## config.mk

```make
export PLATFORM = sky130hd
export DESIGN_NAME = snake_step_ctrl
export DESIGN_NICKNAME = d
export VERILOG_FILES = /design/src/rtl/snake_step_ctrl.sv
export SDC_FILE = /design/constraint.sdc
export NUM_CORES = 1
export LEC_CHECK = 0
export ABC_AREA = 0
export BUFFER_PORTS_ARGS = -buffer_cell sky130_fd_sc_hd__clkbuf_2
export CORE_MARGIN = 2
export CORE_UTILIZATION = 55
export CTS_CLUSTER_SIZE = 25
export DETAILED_ROUTE_END_ITERATION = 10
export HOLD_SLACK_MARGIN = 0.15
export PLACE_DENSITY = 0.76
export SLEW_MARGIN = 25
export SYNTH_ARGS = -nofsm -noshare
export SYNTH_HDL_FRONTEND = slang
export SYNTH_SLANG_ARGS = --single-unit
```

## constraint.sdc

```tcl
create_clock -name clk -period 2.5 [get_ports clk]
set_input_delay 0.25 -clock clk [delete_from_list [all_inputs] [get_ports clk]]
set_output_delay 0.25 -clock clk [all_outputs]
set_load 0.01 [all_outputs]
```

## src/rtl/snake_step_ctrl.sv

```systemverilog
// Snake game-step sequencer: owns the 16x8 occupancy bitmap and drives the body FIFO.
// Build option: define WRAP_EN to wrap moves at the field edges instead of ending the game.
module snake_step_ctrl #(
  parameter int MAX_LEN  = 64,
  parameter int INIT_LEN = 3
) (
  input  logic        clk,
  input  logic        reset,
  input  logic        tick,
  input  logic [1:0]  dir,
  input  logic        restart,
  input  logic [3:0]  food_x,
  input  logic [2:0]  food_y,
  output logic        fifo_aclr,
  output logic        fifo_wrreq,
  output logic [7:0]  fifo_data,
  output logic        fifo_rdreq,
  input  logic [7:0]  fifo_q,
  output logic [3:0]  head_x,
  output logic [2:0]  head_y,
  output logic [6:0]  length,
  output logic        food_eaten,
  output logic        game_over,
  output logic        busy,
  input  logic [2:0]  disp_row,
  output logic [15:0] disp_cols
);

  // state | meaning
  // CLR   | clear FIFO, bitmap and length
  // SEED  | push the INIT_LEN seed cells along row 0
  // IDLE  | wait for a move tick
  // STEP  | resolve direction, compute next head
  // CHECK | food match and collision decision
  // POP   | drop tail (or grow)
  // PUSH  | push new head, mark bitmap
  // OVER  | frozen until restart
  typedef enum logic [2:0] {CLR, SEED, IDLE, STEP, CHECK, POP, PUSH, OVER} stateT;

  localparam logic [6:0] MaxLen   = 7'(MAX_LEN);
  localparam logic [3:0] SeedLast = 4'(INIT_LEN - 1);

  stateT state, nextState;

  logic [7:0][15:0] bitMap;
  logic [1:0]  curDir;
  logic [3:0]  headX, nextX;
  logic [2:0]  headY, nextY;
  logic [6:0]  lenReg;
  logic [3:0]  seedCnt;
  logic        edgeExit;
  logic        growReg;

  logic [1:0]  effDir;
  logic [3:0]  stepX;
  logic [2:0]  stepY;
  logic        edgeHit;
  logic        stepExit;
  logic [3:0]  seedX;
  logic [3:0]  tailX;
  logic [2:0]  tailY;
  logic        atFood;
  logic        atTail;
  logic        grow;
  logic        hit;
  logic        unusedQBit;

  assign unusedQBit = fifo_q[3];

  // A request for the exact opposite direction is dropped.
  assign effDir = (dir == {curDir[1], ~curDir[0]}) ? curDir : dir;

  always_comb begin
    stepX   = headX;
    stepY   = headY;
    edgeHit = 1'b0;
    case (effDir)
      2'b00: begin
        stepY   = headY - 3'd1;
        edgeHit = (headY == 3'd0);
      end
      2'b01: begin
        stepY   = headY + 3'd1;
        edgeHit = (headY == 3'd7);
      end
      2'b10: begin
        stepX   = headX - 4'd1;
        edgeHit = (headX == 4'd0);
      end
      default: begin
        stepX   = headX + 4'd1;
        edgeHit = (headX == 4'd15);
      end
    endcase
  end

`ifdef WRAP_EN
  assign stepExit = 1'b0;
`else
  assign stepExit = edgeHit;
`endif

  assign seedX  = SeedLast - seedCnt;
  assign tailX  = fifo_q[7:4];
  assign tailY  = fifo_q[2:0];
  assign atFood = (nextX == food_x) && (nextY == food_y);
  assign grow   = atFood && (lenReg < MaxLen);
  assign atTail = (nextX == tailX) && (nextY == tailY);
  // The tail cell is about to be vacated, so it is only a hit when the snake grows.
  assign hit    = edgeExit || (bitMap[nextY][nextX] && !(atTail && !grow));

  always_ff @(posedge clk or negedge reset) begin
    if (!reset) state <= CLR;
    else        state <= nextState;
  end

  always_comb begin
    nextState = state;
    case (state)
      CLR:     nextState = SEED;
      SEED:    if (seedCnt == 4'd0) nextState = IDLE;
      IDLE:    if (tick) nextState = STEP;
      STEP:    nextState = CHECK;
      CHECK:   nextState = hit ? OVER : POP;
      POP:     nextState = PUSH;
      PUSH:    nextState = IDLE;
      OVER:    if (restart) nextState = CLR;
      default: nextState = CLR;
    endcase
  end

  // reset is active-low; while held, CLR must not show on the outputs.
  always_comb begin
    fifo_aclr  = (state == CLR) && reset;
    fifo_wrreq = (state == SEED) || (state == PUSH);
    fifo_rdreq = (state == POP) && !growReg;
    fifo_data  = 8'h00;
    if (state == SEED)      fifo_data = {seedX, 1'b0, 3'd0};
    else if (state == PUSH) fifo_data = {nextX, 1'b0, nextY};
    food_eaten = (state == CHECK) && atFood;
    game_over  = (state == OVER);
    busy       = reset && (state != IDLE) && (state != OVER);
  end

  always_ff @(posedge clk or negedge reset) begin
    if (!reset) begin
      bitMap   <= '0;
      curDir   <= 2'b11;
      headX    <= 4'd0;
      headY    <= 3'd0;
      nextX    <= 4'd0;
      nextY    <= 3'd0;
      lenReg   <= 7'd0;
      seedCnt  <= SeedLast;
      edgeExit <= 1'b0;
      growReg  <= 1'b0;
    end else begin
      case (state)
        CLR: begin
          bitMap  <= '0;
          lenReg  <= 7'd0;
          seedCnt <= SeedLast;
          curDir  <= 2'b11;
          headX   <= 4'd0;
          headY   <= 3'd0;
        end
        SEED: begin
          bitMap[0][seedX] <= 1'b1;
          lenReg           <= lenReg + 7'd1;
          headX            <= seedX;
          headY            <= 3'd0;
          if (seedCnt != 4'd0) seedCnt <= seedCnt - 4'd1;
        end
        STEP: begin
          curDir   <= effDir;
          nextX    <= stepX;
          nextY    <= stepY;
          edgeExit <= stepExit;
        end
        CHECK: growReg <= grow;
        POP: begin
          if (growReg) lenReg <= lenReg + 7'd1;
          else         bitMap[tailY][tailX] <= 1'b0;
        end
        PUSH: begin
          bitMap[nextY][nextX] <= 1'b1;
          headX                <= nextX;
          headY                <= nextY;
        end
        default: ;
      endcase
    end
  end

  assign head_x    = headX;
  assign head_y    = headY;
  assign length    = lenReg;
  assign disp_cols = bitMap[disp_row];

  lenCap: assert property (@(posedge clk) disable iff (!reset) lenReg <= MaxLen);
  mapCount: assert property (@(posedge clk) disable iff (!reset)
    (state == IDLE) |-> ($countones(bitMap) == int'(lenReg)));

endmodule

```

==> impl_metrics.json <==
{
  "status": "complete, no violations",
  "clockBufferDepth": 2,
  "io_buffers": 65,
  "dr.first_iter.drc_count": 1083,
  "dp.cells": 1324,
  "syn_nets": 1090,
  "critical_path.startpoint_type": "register",
  "root_buffer": "clkbuf_16",
  "end_kind": "register",
  "worstHoldPathType": "input port to register",
  "drive_above_1_share": 0.227,
  "worst_hold_startpoint": "tick",
  "hold_end": "state[0]$_DFFE_PN0P_",
  "boundaryPins": 68,
  "p_clk_frac": 0.246,
  "reg2reg_to": "nextY[2]$_DFFE_PN0P_",
  "combPwrFrac": 0.453,
  "hpwl_mm": 21.7,
  "leakagePower_nw": 5.01,
  "cap_viol_max_count": 0,
  "yosysUniqueCellTypes": 56,
  "grt_overflow_total": 0,
  "cp.arrival_ns": 2.72,
  "grt_max_degree": 88,
  "fmax_ghz": 0.411,
  "power_frac_seq": 0.301,
  "start_util": 0.560,
  "clkTransAtPathRegs_ns": 0.06,
  "fp-row-count": 49,
  "yosysWarnings": 0,
  "grt_pass1_wl_mm": 51.5,
  "cts_buffers": 17,
  "synth_seq_cells": 160,
  "synth_edf_count": 0,
  "clk_latency_ns": 0.45,
  "syn_area_sq_um": 10000,
  "worstPathRequired_ns": 2.79,
  "powerDensity_nw_per_um2": 970,
  "design.die.area_sq_um": 19300,
  "fp.dieH_um": 139,
  "finalSetupViolCount": 0,
  "routedWlPerCell_um": 24.0,
  "areaGrowthSynthToFinish_pct": 14.3,
  "postSynthAreaPerCell_sq_um": 9.48,
  "ys_seq_area_frac": 0.400,
  "relSlewSlack": 0.499,
  "n_antenna_cell": 0,
  "p_sw_frac": 0.434,
  "dieWidth_um": 139,
  "cts.htree.levels": 4,
  "clock-sinks": 160,
  "routabilityCongestion": 1.05,
  "finalMaxSlewViolations": 0,
  "path_max_fanout": 8,
  "p_int_mw": 6.29,
  "cts_tree": "done",
  "hold_viol_final": 0,
  "reg2reg_from": "curDir[1]$_DFFE_PN1P_",
  "reg2reg_slack_ns": 0.07,
  "tns_ns": 0,
  "wl_mm": 32.6,
  "holdPathStages": 4,
  "clock_skew_ns": 0.0152,
  "final_cells": 1359,
  "worst_pin_slew_ns": 0.749,
  "antenna_left": 0,
  "nNetsFinal": 1150,
  "criticalPathCategory": "register to register",
  "vdd_drop_max_uv": 996,
  "antenna_found_initial": 0,
  "p_sw_mw": 4.82,
  "vias_per_cell": 6.81,
  "async_flop_share": 1.00,
  "firstDrtPassIters": 5,
  "grt.total_usage": 0.343,
  "rr_worst_depth": 10,
  "synth_cells": 1057,
  "synth-main-ff-cell": "dfrtp_1",
  "vias": 9257,
  "grt_pass1_vias": 9239,
  "rsz0062_at_grt": "yes",
  "min_period_ns": 2.43,
  "drc_errors": 0,
  "finalCritPeriodShare": 0.972,
  "core_region_area_sq_um": 17900
}
## logic make-up (layout without fill, tap and decap cells)
kind of cell / after synthesis / count (layout) / synth area share
buffers and inverters: 111 / 184 / 0.0492
XOR/XNOR: 32 / 32 / 0.0280
other: 1 / 1 / 0.000374
adder cells (fa/ha/maj): 9 / 9 / 0.0127
flip-flops: 160 / 160 / 0.400
AO/OA/AOI/OAI: 452 / 452 / 0.242
multiplexers: 107 / 107 / 0.176
AND/OR/NAND/NOR: 185 / 185 / 0.0923
## synthesized netlist by cell type, types with 11 or more instances
| master | n | share of area |
|---|---|---|
| mux4_2 | 53 | 0.12 |
| o221ai_1 | 16 | 0.014 |
| nor2_1 | 37 | 0.014 |
| dfrtp_1 | 157 | 0.39 |
| o21ai_0 | 237 | 0.12 |
| clkbuf_1 | 60 | 0.022 |
| xor2_1 | 12 | 0.010 |
| buf_2 | 21 | 0.010 |
| xnor2_1 | 20 | 0.017 |
| nand3_1 | 11 | 0.0055 |
| nand2_1 | 67 | 0.025 |
| mux2i_1 | 33 | 0.033 |
| o21ai_1 | 24 | 0.012 |
| nand2b_1 | 14 | 0.0087 |
| a21oi_1 | 143 | 0.071 |
| inv_1 | 14 | 0.0052 |
| mux2_2 | 20 | 0.022 |
## timing repair
action / CTS / global route
hold buffers: 2 / 0
gates resized for setup: 0 / 3
endpoints found under the setup margin: 0 / 2
endpoints found under the hold margin: 36 / 0
buffers inserted: 0 / 1
## worst max-delay path by stage
stage / slack [ns] / startpoint / cells after the start / to
floorplan: 0.08 / curDir[1]$_DFFE_PN1P_ / 11 / nextX[3]$_DFFE_PN0P_
global placement: 0.18 / nextY[0]$_DFFE_PN0P_ / 7 / state[1]$_DFFE_PN0P_
detailed placement: 0.13 / curDir[1]$_DFFE_PN1P_ / 11 / nextX[3]$_DFFE_PN0P_
CTS: 0.08 / curDir[1]$_DFFE_PN1P_ / 11 / nextX[3]$_DFFE_PN0P_
global route: -0.01 / curDir[1]$_DFFE_PN1P_ / 10 / nextY[2]$_DFFE_PN0P_
finish: 0.07 / curDir[1]$_DFFE_PN1P_ / 10 / nextY[2]$_DFFE_PN0P_
## placed cells by master, fill, tap and decap left out, types with 9 or more instances in the layout
cell type / n
dfrtp_1: 156
o21ai_1: 25
mux2_2: 20
mux4_2: 53
a21oi_1: 143
clkbuf_2: 64
o21ai_0: 236
xor2_1: 11
nand2b_1: 14
nand4_1: 9
inv_1: 14
clkbuf_16: 17
mux2i_1: 33
buf_4: 64
nor2_1: 37
o221ai_1: 16
nand3_1: 11
xnor2_1: 20
nand2_1: 66
## sequential cells by signal, indices dropped and copies added, names as in the netlist
signal    count
seedCnt       4
bitMap      128
growReg       1
head_x        4
nextY         3
state         3
head_y        3
length        7
nextX         4
edgeExit      1
curDir        2
## power groups by stage
stage	sequential, mW	clock, mW	combinational, mW
2_1_floorplan	3.10	0	3.44
3_3_place_gp	3.35	0	4.76
3_5_place_dp	3.37	0	4.84
4_1_cts	3.33	2.74	4.89
5_1_grt	3.39	2.85	5.38
6_report	3.35	2.73	5.03
## per-stage QoR
step	instance area (sq um)	power [mW]	setup slack, ns	utilization	hold slack, ns
4_1_cts	11400	11.0	0.0776	0.639	0.205
6_report	11500	11.1	0.0694	0.640	0.210
2_1_floorplan	10000	6.54	0.0798	-	-0.0456
3_3_place_gp	10800	8.11	0.177	0.604	0.183
5_1_grt	11500	11.6	-0.0148	0.640	0.253
3_5_place_dp	10800	8.21	0.130	0.604	0.185
## critical path, cell delays in order (launching register included)
cell and delay (ns):
dfstp_2 0.56, xor2_2 0.15, mux2i_2 0.10, buf_4 0.14
buf_4 0.16, or2_2 0.28, fa_1 0.38, xnor2_1 0.13
nor2_1 0.15, xnor2_1 0.14, o21ai_0 0.09
## metal layers
metal	wire [um]	GRT usage	vias up
met4	1590	0.182	0
met3	3280	0.0846	108
li1	-	-	4026
met2	15000	0.525	581
met1	12700	0.454	4542
met5	0	0	-
## cell type report
cell class	count	area [sq um]
clock buffer	20	437
clock inverter	12	160
fill	1475	6450
inverter	14	52.6
multi-input combinational	786	5540
sequential	160	4010
tap	229	287
timing repair buffer	138	972
No activity file was read; power rests on OpenSTA's default activity.
